--- src/rtl/regfile_wb_queue_if.sv ---
// Bundle of the write-back queue's producer handshakes, register-file write port,
// forwarding lookup and occupancy status.
interface regfile_wb_queue_if #(
  parameter int CW = 3
);
  logic        alu_valid;
  logic        alu_ready;
  logic [4:0]  alu_addr;
  logic [31:0] alu_data;
  logic        mem_valid;
  logic        mem_ready;
  logic [4:0]  mem_addr;
  logic [31:0] mem_data;
  logic        reg_write;
  logic [4:0]  addr3;
  logic [31:0] wdata;
  logic [4:0]  fwd_addr;
  logic        fwd_hit;
  logic [31:0] fwd_data;
  logic [CW-1:0] count;
  logic        empty;

  modport slave (
    input  alu_valid, alu_addr, alu_data, mem_valid, mem_addr, mem_data, fwd_addr,
    output alu_ready, mem_ready, reg_write, addr3, wdata, fwd_hit, fwd_data, count, empty
  );

  modport master (
    output alu_valid, alu_addr, alu_data, mem_valid, mem_addr, mem_data, fwd_addr,
    input  alu_ready, mem_ready, reg_write, addr3, wdata, fwd_hit, fwd_data, count, empty
  );
endinterface

--- src/rtl/regfile_wb_queue.sv ---
// In-order write-back queue feeding the register-file write port from the ALU and
// load unit, with a forwarding lookup over entries not yet retired.
module regfile_wb_queue #(
  parameter int DEPTH = 4,
  parameter int CW    = $clog2(DEPTH + 1)
) (
  input  logic              clk,
  input  logic              reset,
  regfile_wb_queue_if.slave bus
);
  localparam int PW = $clog2(DEPTH);
  localparam logic [CW-1:0] LIM_ONE = CW'(DEPTH - 1);
  localparam logic [CW-1:0] LIM_TWO = CW'(DEPTH - 2);

  logic [4:0]    addr_mem_r [DEPTH];
  logic [31:0]   data_mem_r [DEPTH];
  logic [PW-1:0] wp_r;
  logic [PW-1:0] rp_r;
  logic [CW-1:0] count_r;

  logic          mem_ready_s;
  logic          alu_ready_s;
  logic          mem_keep_s;
  logic          alu_keep_s;
  logic          pop_s;
  logic [1:0]    enq_cnt_s;
  logic [PW-1:0] alu_slot_s;
  logic          fwd_hit_s;
  logic [31:0]   fwd_data_s;
  logic [PW-1:0] fwd_idx_s;

  // Admission from pre-edge occupancy; the load unit reserves its slot first.
  always_comb begin
    mem_ready_s = 1'b0;
    alu_ready_s = 1'b0;
    if (reset) begin
      mem_ready_s = 1'b0;
      alu_ready_s = 1'b0;
    end else begin
      mem_ready_s = (count_r <= LIM_ONE);
      if (bus.mem_valid) begin
        alu_ready_s = (count_r <= LIM_TWO);
      end else begin
        alu_ready_s = (count_r <= LIM_ONE);
      end
    end
    // Writes to x0 finish their handshake but never occupy a slot.
    mem_keep_s = bus.mem_valid && mem_ready_s && (bus.mem_addr != 5'd0);
    alu_keep_s = bus.alu_valid && alu_ready_s && (bus.alu_addr != 5'd0);
    enq_cnt_s  = {1'b0, mem_keep_s} + {1'b0, alu_keep_s};
    alu_slot_s = wp_r + PW'(mem_keep_s);
    pop_s      = (count_r != {CW{1'b0}});
  end

  // Pointer and occupancy registers; the head retires every non-empty cycle.
  always_ff @(posedge clk) begin
    if (reset) begin
      wp_r    <= {PW{1'b0}};
      rp_r    <= {PW{1'b0}};
      count_r <= {CW{1'b0}};
    end else begin
      wp_r    <= wp_r + PW'(enq_cnt_s);
      rp_r    <= rp_r + PW'(pop_s);
      count_r <= count_r + CW'(enq_cnt_s) - CW'(pop_s);
    end
  end

  // Entry storage; occupancy qualifies every read, so no reset is needed here.
  always_ff @(posedge clk) begin
    if (mem_keep_s) begin
      addr_mem_r[wp_r] <= bus.mem_addr;
      data_mem_r[wp_r] <= bus.mem_data;
    end
    if (alu_keep_s) begin
      addr_mem_r[alu_slot_s] <= bus.alu_addr;
      data_mem_r[alu_slot_s] <= bus.alu_data;
    end
  end

  // Forwarding scan from oldest to youngest so the youngest match wins.
  always_comb begin
    fwd_hit_s  = 1'b0;
    fwd_data_s = 32'd0;
    fwd_idx_s  = rp_r;
    for (int i = 0; i < DEPTH; i++) begin
      fwd_idx_s = rp_r + PW'(i);
      if ((CW'(i) < count_r) && (bus.fwd_addr != 5'd0) &&
          (addr_mem_r[fwd_idx_s] == bus.fwd_addr)) begin
        fwd_hit_s  = 1'b1;
        fwd_data_s = data_mem_r[fwd_idx_s];
      end else begin
        fwd_hit_s  = fwd_hit_s;
        fwd_data_s = fwd_data_s;
      end
    end
  end

  assign bus.mem_ready = mem_ready_s;
  assign bus.alu_ready = alu_ready_s;
  assign bus.reg_write = pop_s;
  assign bus.addr3     = pop_s ? addr_mem_r[rp_r] : 5'd0;
  assign bus.wdata     = pop_s ? data_mem_r[rp_r] : 32'd0;
  assign bus.fwd_hit   = fwd_hit_s;
  assign bus.fwd_data  = fwd_data_s;
  assign bus.count     = count_r;
  assign bus.empty     = !pop_s;
endmodule

--- src/flat_wrapper.sv ---
// flat-port wrapper written by rule: the top's interface ports become plain ports
module regfile_wb_queue_flat 
#(
  parameter int DEPTH = 4,
  parameter int CW    = $clog2(DEPTH + 1)
)
  (clk, reset, bus_alu_valid, bus_alu_addr, bus_alu_data, bus_mem_valid, bus_mem_addr, bus_mem_data, bus_fwd_addr, bus_alu_ready, bus_mem_ready, bus_reg_write, bus_addr3, bus_wdata, bus_fwd_hit, bus_fwd_data, bus_count, bus_empty);
  regfile_wb_queue_if #(.CW(CW)) bus_i ();
  input  logic clk;
  input  logic reset;
  input wire logic [$bits(bus_i.alu_valid)-1:0] bus_alu_valid;
  input wire logic [$bits(bus_i.alu_addr)-1:0] bus_alu_addr;
  input wire logic [$bits(bus_i.alu_data)-1:0] bus_alu_data;
  input wire logic [$bits(bus_i.mem_valid)-1:0] bus_mem_valid;
  input wire logic [$bits(bus_i.mem_addr)-1:0] bus_mem_addr;
  input wire logic [$bits(bus_i.mem_data)-1:0] bus_mem_data;
  input wire logic [$bits(bus_i.fwd_addr)-1:0] bus_fwd_addr;
  output wire logic [$bits(bus_i.alu_ready)-1:0] bus_alu_ready;
  output wire logic [$bits(bus_i.mem_ready)-1:0] bus_mem_ready;
  output wire logic [$bits(bus_i.reg_write)-1:0] bus_reg_write;
  output wire logic [$bits(bus_i.addr3)-1:0] bus_addr3;
  output wire logic [$bits(bus_i.wdata)-1:0] bus_wdata;
  output wire logic [$bits(bus_i.fwd_hit)-1:0] bus_fwd_hit;
  output wire logic [$bits(bus_i.fwd_data)-1:0] bus_fwd_data;
  output wire logic [$bits(bus_i.count)-1:0] bus_count;
  output wire logic [$bits(bus_i.empty)-1:0] bus_empty;
  assign bus_i.alu_valid = bus_alu_valid;
  assign bus_i.alu_addr = bus_alu_addr;
  assign bus_i.alu_data = bus_alu_data;
  assign bus_i.mem_valid = bus_mem_valid;
  assign bus_i.mem_addr = bus_mem_addr;
  assign bus_i.mem_data = bus_mem_data;
  assign bus_i.fwd_addr = bus_fwd_addr;
  assign bus_alu_ready = bus_i.alu_ready;
  assign bus_mem_ready = bus_i.mem_ready;
  assign bus_reg_write = bus_i.reg_write;
  assign bus_addr3 = bus_i.addr3;
  assign bus_wdata = bus_i.wdata;
  assign bus_fwd_hit = bus_i.fwd_hit;
  assign bus_fwd_data = bus_i.fwd_data;
  assign bus_count = bus_i.count;
  assign bus_empty = bus_i.empty;
  regfile_wb_queue #(.DEPTH(DEPTH), .CW(CW)) u_core (.clk(clk), .reset(reset), .bus(bus_i));
endmodule
--- config.mk ---
export PLATFORM = sky130hd
export DESIGN_NAME = regfile_wb_queue_flat
export DESIGN_NICKNAME = d
export VERILOG_FILES = /design/src/rtl/regfile_wb_queue_if.sv /design/src/rtl/regfile_wb_queue.sv /design/src/flat_wrapper.sv
export SDC_FILE = /design/constraint.sdc
export NUM_CORES = 1
export LEC_CHECK = 0
export ABC_AREA = 1
export CORE_AREA = 2 2 148 150
export CTS_CLUSTER_DIAMETER = 200
export CTS_CLUSTER_SIZE = 14
export DETAILED_ROUTE_END_ITERATION = 8
export DIE_AREA = 0 0 150 152
export PLACE_DENSITY = 0.81
export SYNTH_ARGS = -nofsm -noshare
export SYNTH_HDL_FRONTEND = slang
export SYNTH_SLANG_ARGS = --single-unit
--- constraint.sdc ---
create_clock -name clk -period 5.5 [get_ports clk]
set_clock_uncertainty 0.2 [all_clocks]
set_input_delay 1.1 -clock clk [delete_from_list [all_inputs] [get_ports clk]]
set_output_delay 1.1 -clock clk [all_outputs]
set_load 0.1 [all_outputs]
==> impl_results.html <==
<table>
<tr><th>Metric</th><th>Value</th></tr>
<tr><th colspan="2">Timing</th></tr>
<tr><td>Number of setup violations in the final report</td><td>0</td></tr>
<tr><td>Worst-Margin Slew</td><td>about 1000 ps</td></tr>
<tr><td>Upper clock frequency limit</td><td>201 MHz</td></tr>
<tr><td>Max-Slew Margin vs Limit</td><td>32.8%</td></tr>
<tr><td>Final clock period utilization by the worst path</td><td>roughly nine tenths</td></tr>
<tr><td>Final max-slew violation count</td><td>0</td></tr>
<tr><td>Hold Slack</td><td>around 430 ps</td></tr>
<tr><td>Number of hold violations in the final report</td><td>0</td></tr>
<tr><td>Final Worst Setup Slack</td><td>519 ps</td></tr>
<tr><td>Tmin final</td><td>4980 ps</td></tr>
<tr><td>RSZ-0062 raised after global routing</td><td>false</td></tr>
<tr><th colspan="2">Clock network</th></tr>
<tr><td>CTS tree</td><td>yes</td></tr>
<tr><td>Depth of the CTS H-tree</td><td>4</td></tr>
<tr><td>Count of hold buffers inserted by post-cts repair</td><td>0</td></tr>
<tr><td>Clock Path Buffers</td><td>2</td></tr>
<tr><td>Gates resized, CTS repair</td><td>0</td></tr>
<tr><td>Clk sink count</td><td>about 160</td></tr>
<tr><td>Root buf cell</td><td>clkbuf_16</td></tr>
<tr><td>Post-CTS clock slew at the launch and capture registers of the worst setup and hold paths</td><td>roughly 60 ps</td></tr>
<tr><td>Post-CTS setup buffer count</td><td>0</td></tr>
<tr><td>Later-pin clock latency in the skew report</td><td>between 400 and 500 ps</td></tr>
<tr><td>Number of buffers added by the clock tree synthesis step</td><td>17</td></tr>
<tr><th colspan="2">Logic synthesis</th></tr>
<tr><td>Async set-reset flop share out of synthesis</td><td>0%</td></tr>
<tr><td>Synth top area share</td><td>37.5%</td></tr>
<tr><td>Synth cell types</td><td>32</td></tr>
<tr><td>Cells taking the most area after synthesis</td><td>edfxtp_1 37%, nand2_1 24%, o21ai_0 14%</td></tr>
<tr><td>Synthesized instance count</td><td>around 1800</td></tr>
<tr><td>Synthesized Nets</td><td>approximately 1900</td></tr>
<tr><td>Top-count cell post-synth</td><td>nand2_1</td></tr>
<tr><td>Post-synth design cell area</td><td>11900 sq um</td></tr>
<tr><td>Register area share after synthesis</td><td>approximately two fifths</td></tr>
<tr><td>Number of warnings reported in the yosys synthesis log</td><td>0</td></tr>
<tr><td>Post-Synthesis Mean Instance Area</td><td>roughly 6.4 sq um</td></tr>
<tr><td>Top post-synthesis cells by count</td><td>767 x nand2_1, 342 x o21ai_0, 155 x nor2_1, 148 x edfxtp_1, 129 x inv_1</td></tr>
<tr><td>Leading register cell type out of synthesis</td><td>edfxtp_1</td></tr>
<tr><td>Cell accounting for the most synthesized area</td><td>edfxtp_1</td></tr>
<tr><td>Number of storage elements in the synthesis netlist</td><td>about 160</td></tr>
<tr><td>Number of flops mapped to enable cells by yosys</td><td>~150</td></tr>
<tr><th colspan="2">Floorplan</th></tr>
<tr><td>Initial core utilization</td><td>between 50% and 60%</td></tr>
<tr><td>Die Wd</td><td>around 150 um</td></tr>
<tr><td>Number of cell rows</td><td>54</td></tr>
<tr><td>Io pins</td><td>between 150 and 200</td></tr>
<tr><td>Area of the die</td><td>about 23000 sq um</td></tr>
<tr><td>Floorplan core area</td><td>~21000 sq um</td></tr>
<tr><td>Die Y-Extent</td><td>152 um</td></tr>
<tr><th colspan="2">Outcome</th></tr>
<tr><td>Result of the run</td><td>complete, no violations</td></tr>
<tr><th colspan="2">Routing</th></tr>
<tr><td>Number of vias per cell after detailed routing</td><td>between 5 and 6</td></tr>
<tr><td>Average wire length per cell after detail routing</td><td>around 16 um</td></tr>
<tr><td>Remaining antenna violation count</td><td>0</td></tr>
<tr><td>Drt first-iter violations</td><td>997</td></tr>
<tr><td>Count of vias placed by the detailed router</td><td>~12000</td></tr>
<tr><td>Post-Route WL</td><td>between 30000 and 40000 um</td></tr>
<tr><td>First drt pass iteration count</td><td>6</td></tr>
<tr><td>Post-detailed-route DRC marker count</td><td>0</td></tr>
<tr><th colspan="2">Pwr</th></tr>
<tr><td>Power Dens Cells</td><td>a little over 600 nW/um^2</td></tr>
<tr><td>Pwr Total</td><td>just under 9000 uW</td></tr>
<tr><td>Leakage power summed over all cells</td><td>0.00666 uW</td></tr>
<tr><td>Maximum vdd ir drop</td><td>between 500 and 600 uV</td></tr>
<tr><th colspan="2">Hold path</th></tr>
<tr><td>Path class of the lowest-slack min-delay path</td><td>reg2reg</td></tr>
<tr><td>Worst Hold Path Cells</td><td>3</td></tr>
<tr><td>Critical hold path startpoint</td><td>u_core.wp_r[0]</td></tr>
<tr><td>Hold EP</td><td>u_core.wp_r[0]</td></tr>
<tr><th colspan="2">Setup path</th></tr>
<tr><td>Critical path data required time</td><td>4200 ps</td></tr>
<tr><td>Crit Path Class</td><td>reg2out</td></tr>
<tr><td>Reg-to-Reg Start</td><td>u_core.bus.count[2]</td></tr>
<tr><td>Arrival time of data at the critical path endpoint</td><td>3680 ps</td></tr>
<tr><td>Worst setup EP type</td><td>output pin</td></tr>
<tr><td>Startpoint type of the worst setup path</td><td>flop</td></tr>
<tr><td>Reg2reg end</td><td>u_core.data_mem_r[3][25]</td></tr>
<tr><td>Critical path launch point</td><td>u_core.rp_r[0]</td></tr>
<tr><td>Reg-to-reg setup timing slack</td><td>2320 ps</td></tr>
<tr><td>Crit-path max FO</td><td>between 80 and 90</td></tr>
<tr><td>Number of cells on the worst reg-to-reg path</td><td>9</td></tr>
<tr><th colspan="2">Placed design</th></tr>
<tr><td>HPWL after detailed placement</td><td>approximately 23000 um</td></tr>
<tr><td>Routability congestion estimate</td><td>0.944</td></tr>
<tr><td>Port-buffer cells</td><td>between 150 and 200</td></tr>
<tr><td>Number of placed cells counting well taps</td><td>2181</td></tr>
<tr><td>Pre-CTS worst setup slack</td><td>between 800 and 900 ps</td></tr>
<tr><th colspan="2">Global routing</th></tr>
<tr><td>Wire length of the first global-routing pass</td><td>between 50000 and 60000 um</td></tr>
<tr><td>GRT Total Usage</td><td>a little under a third</td></tr>
<tr><td>Pin count of the biggest net entering global routing</td><td>107</td></tr>
<tr><td>Initial antenna violation count</td><td>0</td></tr>
<tr><td>Vias in the first global route</td><td>11700</td></tr>
<tr><td>Residual overflow from global routing</td><td>0</td></tr>
<tr><th colspan="2">Layout</th></tr>
<tr><td>Filler cell count in the final layout</td><td>around 1800</td></tr>
<tr><td>Area overhead of the layout relative to synthesis</td><td>21.3%</td></tr>
<tr><td>Count of nets after finishing</td><td>approximately 2000</td></tr>
<tr><td>Final Instance Count excl. Fillers</td><td>between 2000 and 2500</td></tr>
<tr><td>Proportion of layout cells with a drive suffix above 1</td><td>7.92%</td></tr>
<tr><td>Ant. Diodes</td><td>0</td></tr>
<tr><th colspan="2">Flow run</th></tr>
<tr><td>Count of maximum capacitance violations</td><td>0</td></tr>
</table>
-- cell type report --
cell class | instances | area (sq um) | share of cell area, %
Multi-Input combinational cell | 1427 | 6270 | 43.6
Inverter | 132 | 497 | 3.46
Timing Repair Buffer | 187 | 2090 | 14.5
Sequential cell | 155 | 4590 | 31.9
Tap cell | 280 | 350 | 2.44
Clock inverter | 13 | 144 | 1.00
Clock buffer | 19 | 433 | 3.01
-- power by group --
group,internal (uW),leakage [uW],switching [uW]
Clock,670,0.000260,496
Sequential,1500,0.00141,76.4
Combinational,1460,0.00498,4670
Total,3620,0.00666,5240
-- how the worst max path moves through the flow --
| stage | end | slack [ps] | depth (start not counted) |
|---|---|---|---|
| after floorplan | bus_wdata[16] | -200 | 5 |
| after global placement | bus_fwd_data[31] | 890 | 11 |
| after detailed placement | bus_fwd_hit | 870 | 12 |
| after CTS | bus_fwd_data[23] | 550 | 14 |
| after global routing | bus_fwd_data[3] | 260 | 14 |
| final | bus_fwd_data[10] | 520 | 14 |
-- metal layers --
layer / vias up / GRT usage, % / share of wire (%)
li1: 6135 / - / -
met1: 5557 / 36.6 / 37
met2: 650 / 52.3 / 49
met3: 130 / 4.44 / 8.9
met4: 0 / 16.6 / 4.5
met5: - / 0 / 0
-- critical path: stages (launching register included) --
cell     delay [ps]
dfxtp_4         360
buf_4           590
nand2_1         130
nand2_2         420
nand2_1         130
nand3_1         110
nand2_1          90
nor2_4          410
nand3_2         110
buf_4           290
nand2_1         120
nand3_1          70
nand2_1          70
nand2_1         120
buf_12          200
-- sequential cells by signal (all words and copies together) (netlist names) --
name,count
u_core.addr_mem_r,20
u_core.bus.count,3
u_core.data_mem_r,128
u_core.rp_r,2
u_core.wp_r,2
-- per-stage QoR --
| stage | utilization [%] | setup TNS (ps) | cell area [sq um] |
|---|---|---|---|
| 2_1_floorplan | - | -1830 | 11900 |
| 5_1_grt | 67.3 | 0 | 14400 |
| 3_3_place_gp | 64.6 | 0 | 13800 |
| 3_5_place_dp | 64.6 | 0 | 13800 |
| 4_1_cts | 67.3 | 0 | 14400 |
| 6_report | 67.3 | 0 | 14400 |
-- layout by cell type, fill, tap and decap left out, drive strengths merged --
master / instances
nor2: 157
xnor2: 2
o21ai: 354
clkbuf: 19
nand3: 83
clkinvlp: 6
nand2: 768
or2: 5
o211ai: 1
nor3: 3
nor3b: 1
xor2: 5
fa: 1
buf: 98
dfxtp: 7
inv: 134
a31oi: 1
and3: 1
bufinv: 2
clkinv: 3
nand4: 32
edfxtp: 148
nand3b: 1
ha: 7
clkdlybuf4s50: 89
a21oi: 5
-- kinds of logic (layout without fill, tap and decap cells) --
logic type | Yosys count | in the layout | share of synthesized area, %
buffers and inverters | 262 | 351 | 9.30
DFF | 155 | 155 | 38.7
xor gates and xnor gates | 7 | 7 | 0.517
adders and majority gates | 8 | 8 | 0.908
and+or+nand+nor | 1051 | 1051 | 35.2
AOI/OAI and AO/OA | 361 | 361 | 15.4
Power figures use the tool's default switching activity.
